<file path="config.mk">
export PLATFORM = sky130hd
export DESIGN_NAME = apb_bridge_ctrl_param
export DESIGN_NICKNAME = d
export VERILOG_FILES = /design/src/rtl/apb_bridge_ctrl_param.sv
export SDC_FILE = /design/constraint.sdc
export NUM_CORES = 1
export LEC_CHECK = 0
export CELL_PAD_IN_SITES_DETAIL_PLACEMENT = 0
export CELL_PAD_IN_SITES_GLOBAL_PLACEMENT = 2
export CORE_MARGIN = 5
export CORE_UTILIZATION = 32
export CTS_BUF_LIST = sky130_fd_sc_hd__clkbuf_16
export DETAILED_ROUTE_END_ITERATION = 7
export HOLD_SLACK_MARGIN = 0.06
export PLACE_DENSITY_LB_ADDON = 0.1
export SKIP_CTS_REPAIR_TIMING = 1
export SYNTH_ARGS = -nofsm -noshare
export SYNTH_HDL_FRONTEND = slang
export SYNTH_SLANG_ARGS = --single-unit
</file>
<file path="constraint.sdc">
create_clock -name Hclk -period 5.6 [get_ports Hclk]
set_input_delay 1.4 -clock Hclk [delete_from_list [all_inputs] [get_ports Hclk]]
set_output_delay 1.4 -clock Hclk [all_outputs]
set_load 0.1 [all_outputs]
</file>
<file path="src/rtl/apb_bridge_ctrl_param.sv">
`default_nettype none
// ===== apb_bridge_ctrl_param : AHB-to-APB bridge, posted-write FIFO, APB wait/error handling =====
// ===== Rev 1.0 ==================================================================================
module apb_bridge_ctrl_param #(
  parameter int ADDR_W     = 32,
  parameter int DATA_W     = 32,
  parameter int NSLV       = 4,
  parameter int SEL_LSB    = 12,
  parameter int WBUF_DEPTH = 2
) (
  input  logic              Hclk,
  input  logic              Hresetn,
  input  logic              valid,
  input  logic              Hwrite,
  input  logic [ADDR_W-1:0] Haddr,
  input  logic [DATA_W-1:0] Hwdata,
  output logic              Hreadyout,
  output logic              Hresp,
  output logic [DATA_W-1:0] Hrdata,
  output logic [ADDR_W-1:0] Paddr,
  output logic [DATA_W-1:0] Pwdata,
  output logic              Pwrite,
  output logic [NSLV-1:0]   Pselx,
  output logic              Penable,
  input  logic              Pready,
  input  logic              Pslverr,
  input  logic [DATA_W-1:0] Prdata,
  output logic              wr_err,
  input  logic              wr_err_clr
);
  localparam int IDXW = (NSLV > 1) ? $clog2(NSLV) : 1;
  localparam int PTRW = (WBUF_DEPTH > 1) ? $clog2(WBUF_DEPTH) : 1;
  localparam int CNTW = $clog2(WBUF_DEPTH + 1);

  typedef enum logic [2:0] {
    S_IDLE, S_SETUP, S_ACCESS, S_RDONE, S_ERR1, S_ERR2
  } state_t;

  state_t              r_state;
  logic                r_wpend;
  logic [ADDR_W-1:0]   r_wpend_addr;
  logic                r_rdreq;
  logic                r_rd_busy;
  logic [ADDR_W-1:0]   r_rd_addr;
  logic [CNTW-1:0]     r_cnt;
  logic [PTRW-1:0]     r_wr_ptr;
  logic [PTRW-1:0]     r_rd_ptr;
  logic [ADDR_W-1:0]   r_fifo_addr [WBUF_DEPTH];
  logic [DATA_W-1:0]   r_fifo_data [WBUF_DEPTH];

  logic                w_accept;
  logic                w_launch;
  logic                w_pop;
  logic                w_rd_go;
  logic                w_wr_err_set;
  logic [ADDR_W-1:0]   w_head_addr;
  logic [DATA_W-1:0]   w_head_data;

  function automatic logic [IDXW-1:0] idx_of(input logic [ADDR_W-1:0] a);
    return a[SEL_LSB +: IDXW];
  endfunction

  function automatic logic idx_bad(input logic [ADDR_W-1:0] a);
    logic [31:0] w;
    w = 32'(idx_of(a));
    return w >= 32'(NSLV);
  endfunction

  function automatic logic [NSLV-1:0] sel_of(input logic [ADDR_W-1:0] a);
    logic [NSLV-1:0] s;
    logic [31:0]     w;
    w = 32'(idx_of(a));
    for (int i = 0; i < NSLV; i++) s[i] = (w == 32'(i));
    return s;
  endfunction

  function automatic logic [PTRW-1:0] ptr_inc(input logic [PTRW-1:0] p);
    return (p == PTRW'(WBUF_DEPTH - 1)) ? '0 : p + PTRW'(1);
  endfunction

  assign w_head_addr = r_fifo_addr[r_rd_ptr];
  assign w_head_data = r_fifo_data[r_rd_ptr];
  assign Hreadyout   = !r_rd_busy && (r_state != S_ERR1) &&
                       ((32'(r_cnt) + 32'(r_wpend)) < 32'(WBUF_DEPTH));
  assign Hresp       = (r_state == S_ERR1) || (r_state == S_ERR2);
  assign w_accept    = valid && Hreadyout;
  // A finished write may start the next job directly, giving back-to-back APB accesses.
  assign w_launch    = (r_state == S_IDLE) || ((r_state == S_ACCESS) && Pready && Pwrite);
  assign w_pop       = w_launch && (r_cnt != '0);
  assign w_rd_go     = w_launch && (r_cnt == '0) && !r_wpend && r_rdreq;
  assign w_wr_err_set = ((r_state == S_ACCESS) && Pready && Pwrite && Pslverr) ||
                        (w_pop && idx_bad(w_head_addr));

  always_ff @(posedge Hclk or negedge Hresetn) begin
    if (!Hresetn) begin
      r_wpend      <= 1'b0;
      r_wpend_addr <= '0;
      r_cnt        <= '0;
      r_wr_ptr     <= '0;
      r_rd_ptr     <= '0;
    end else begin
      r_wpend <= w_accept && Hwrite;
      if (w_accept && Hwrite) r_wpend_addr <= Haddr;
      if (r_wpend) r_wr_ptr <= ptr_inc(r_wr_ptr);
      if (w_pop) r_rd_ptr <= ptr_inc(r_rd_ptr);
      r_cnt <= r_cnt + CNTW'(r_wpend) - CNTW'(w_pop);
    end
  end

  always_ff @(posedge Hclk) begin
    if (r_wpend) begin
      r_fifo_addr[r_wr_ptr] <= r_wpend_addr;
      r_fifo_data[r_wr_ptr] <= Hwdata;
    end
  end

  always_ff @(posedge Hclk or negedge Hresetn) begin
    if (!Hresetn) begin
      r_state   <= S_IDLE;
      r_rdreq   <= 1'b0;
      r_rd_busy <= 1'b0;
      r_rd_addr <= '0;
      Pselx     <= '0;
      Penable   <= 1'b0;
      Pwrite    <= 1'b0;
      Paddr     <= '0;
      Pwdata    <= '0;
      Hrdata    <= '0;
      wr_err    <= 1'b0;
    end else begin
      if (w_accept && !Hwrite) begin
        r_rdreq   <= 1'b1;
        r_rd_busy <= 1'b1;
        r_rd_addr <= Haddr;
      end
      if (w_wr_err_set) wr_err <= 1'b1;
      else if (wr_err_clr) wr_err <= 1'b0;

      case (r_state)
        S_SETUP: begin
          r_state <= S_ACCESS;
          Penable <= 1'b1;
        end
        S_ACCESS: begin
          if (Pready && !Pwrite) begin
            Pselx     <= '0;
            Penable   <= 1'b0;
            r_rd_busy <= 1'b0;
            if (Pslverr) begin
              r_state <= S_ERR1;
            end else begin
              Hrdata  <= Prdata;
              r_state <= S_RDONE;
            end
          end
        end
        S_ERR1:  r_state <= S_ERR2;
        S_RDONE: r_state <= S_IDLE;
        S_ERR2:  r_state <= S_IDLE;
        default: ;
      endcase

      if (w_launch) begin
        Penable <= 1'b0;
        if (w_pop) begin
          if (idx_bad(w_head_addr)) begin
            Pselx   <= '0;
            r_state <= S_IDLE;
          end else begin
            Pselx   <= sel_of(w_head_addr);
            Paddr   <= w_head_addr;
            Pwdata  <= w_head_data;
            Pwrite  <= 1'b1;
            r_state <= S_SETUP;
          end
        end else if (w_rd_go) begin
          r_rdreq <= 1'b0;
          if (idx_bad(r_rd_addr)) begin
            Pselx     <= '0;
            r_rd_busy <= 1'b0;
            r_state   <= S_ERR1;
          end else begin
            Pselx   <= sel_of(r_rd_addr);
            Paddr   <= r_rd_addr;
            Pwrite  <= 1'b0;
            r_state <= S_SETUP;
          end
        end else begin
          Pselx   <= '0;
          r_state <= S_IDLE;
        end
      end
    end
  end
endmodule
`default_nettype wire
</file>
==> impl_metrics.toml <==
[yosys]
synthArstFlopShare_pct = 58.0
syn_area_per_cell_um2 = 15.4
synthCells = 748
synth_common_cells = "dfrtp_1, edfxtp_1, mux2_2"
synth_fa_ha_area_share_pct = 0.435
synth-simple-area-share_pct = 4.53
synth_top_family_by_area = "multiplexers"
synth_fp_nets = 855
synth_ff_type = "dfrtp_1"
synthDominantCellAreaShare_pct = 38.5
synth_cell_types = 46
ys_warn_count = 0
synthTopCellsByArea = "dfrtp_1, edfxtp_1, mux2_2"
muxShareOfSynthArea_pct = 14.3
synth_xor_area_share_pct = 0.304
synth.largest_area_cell = "dfrtp_1"
ys_ff_latch = 305
synth_edf_count = 128
synth_compound_area_share_pct = 6.62
ys_seq_area_share_pct = 71.9
synth_area_mm2 = 0.0115
yosysMostFrequentCell = "dfrtp_1"

[die]
pin_count = 208
die_h_um = 200
start_util_pct = 32.4
core_mm2 = 0.0356
die_width_um = 200
die-area_mm2 = 0.0399
rows = 69

[run]
maxCapViolCount = 0

[timing]
worst_hold_slack_ns = 0.465
setup_violations = 0
relSlewSlack_pct = 25.5
tightest_slew_ns = 1.11
setup_ws_ns = 1.37
slew_viol_final = 0
max_freq_mhz = 236
finalCriticalPeriod_ns = 4.23
skew_ns = 0.0154
rsz0062_at_grt = "false"
fin_tns_setup_ns = 0
hold_viol = 0
min_period_over_period_pct = 75.5

[detailed_routing]
dr.pass1.iters = 4
via_per_inst = 4.64
wl_per_cell_um = 19.0
vias = 6723
drtAntennaViolNets = 0
route.detailed.drc = 0
drtIter0Drc = 184
drt_wl_total_um = 27600

[setup_path]
critPathLaunch = "r_state[2]"
r2r-start = "r_state[2]"
critPathTopFamily = "buffers and inverters"
cp.arrival_ns = 2.83
crit_path_max_fanout = 10
path_cells = "nor3b_2 > a2111oi_4 > clkdlybuf4s50_1"
cp.required_ns = 4.20
crit_buf_inv = 1
start_kind = "flop"
critPathCaptureType = "primary output"
path_class = "reg2out"
critPathMaxStageDelay_ns = 1.21
cp_slowest_cell = "clkdlybuf4s50_1"

[layout]
drive_gt1_share_pct = 18.1
n_antenna_cell = 0
fin_area_mm2 = 0.0151
fin_nets = 1069
syn_to_final_growth_pct = 31.6

[grt]
first_global_vias = 7167
antenna_found_initial = 1
grt_pass1_wl_um = 42000
grt_overflow = 0
grt_max_degree = 101
track_usage_pct = 13.6

[worst_hold_path]
min_from = "r_wpend_addr[29]"
hold_class = "reg2reg"

[place]
dpl.hpwl_um = 16900
dpl_cell_area_mm2 = 0.0141
place.gp.congestion = 0.698
place_ws_ns = 1.88
portBuffers = 207

[cts]
insertion_delay_ns = 0.51
cts_root_buf = "clkbuf_16"
clk_pin_slew_ns = 0.06
cts_buffers = 36
clockBufferDepth = 3
cts_num_sinks = 305
cts_tree = "done"
htreeDepth = 2

[outcome]
status = "completed"
-- routing by layer --
metal,global-route usage [%],vias to the layer above,share of wire (%)
met4,3.35,2,1.8
met5,0,-,0.025
met2,23.4,145,50
met3,3.47,39,5.6
li1,-,3157,-
met1,17.2,3380,43
-- layout by cell type, fill, tap and decap left out, types with 7 or more instances in the layout --
cell type        netlist  routed
a211oi_1              11      10
a21oi_1               23      23
buf_4                  1       7
clkbuf_16              0      37
clkdlybuf4s50_1        0     206
clkinv_1               0       9
dfrtp_1              177     176
edfxtp_1             128     128
inv_1                  8      19
mux2_1                 7       7
mux2_2               110     110
mux2i_1               33      33
nand2_1               49      49
nor2_1                39      37
nor2b_1               11      10
o21ai_0               39      39
o22ai_1               22      22
o31ai_1               13      13
-- flip-flops by register name, indices dropped and copies added (netlist names) --
signal / count
r_wpend: 1
Pwdata: 32
r_rd_addr: 32
Penable: 1
r_wpend_addr: 32
r_rd_busy: 1
Pwrite: 1
r_state: 3
r_fifo_addr: 64
r_wr_ptr: 1
Hrdata: 32
r_rd_ptr: 1
r_cnt: 2
wr_err: 1
r_rdreq: 1
Pselx: 4
r_fifo_data: 64
Paddr: 32
-- cell families after synthesis --
logic type | after synthesis
AO/OA/AOI/OAI | 122
XOR/XNOR | 4
adder cells (fa/ha/maj) | 4
buffers and inverters | 47
flip-flops | 305
multiplexers | 150
AND/OR/NAND/NOR | 116
-- area by class of cell --
class,count,area (um^2)
clock inverters,28,123
multi-input cells,396,3060
inverters,8,30.0
repair buffers,215,2150
clock buffers,37,926
flip-flops and latches,305,8280
fillers,3313,20400
well taps,461,577
-- stage by stage --
stage	std cells	utilization, %
2_1_floorplan	748	-
3_3_place_gp	1385	39.6
3_5_place_dp	1385	39.6
4_1_cts	1450	42.6
5_1_grt	1450	42.6
6_report	1450	42.6
-- worst paths after layout --
check | endpoint | slack, ns | depth (start not counted)
setup / recovery | Hreadyout | 1.37 | 3
hold / removal | r_fifo_addr[1][29] | 0.46 | 0
setup reg to reg | r_rd_addr[22] | 2.98 | 4
hold reg to reg | r_fifo_addr[1][29] | 0.46 | 0
max in group asynchronous | r_rd_addr[4] | 3.60 | 2
min in group asynchronous | Pwdata[23] | 1.00 | 1
Power is not shown: default switching activity piles up to over one toggle a cycle in this logic, so the estimate is an artifact.
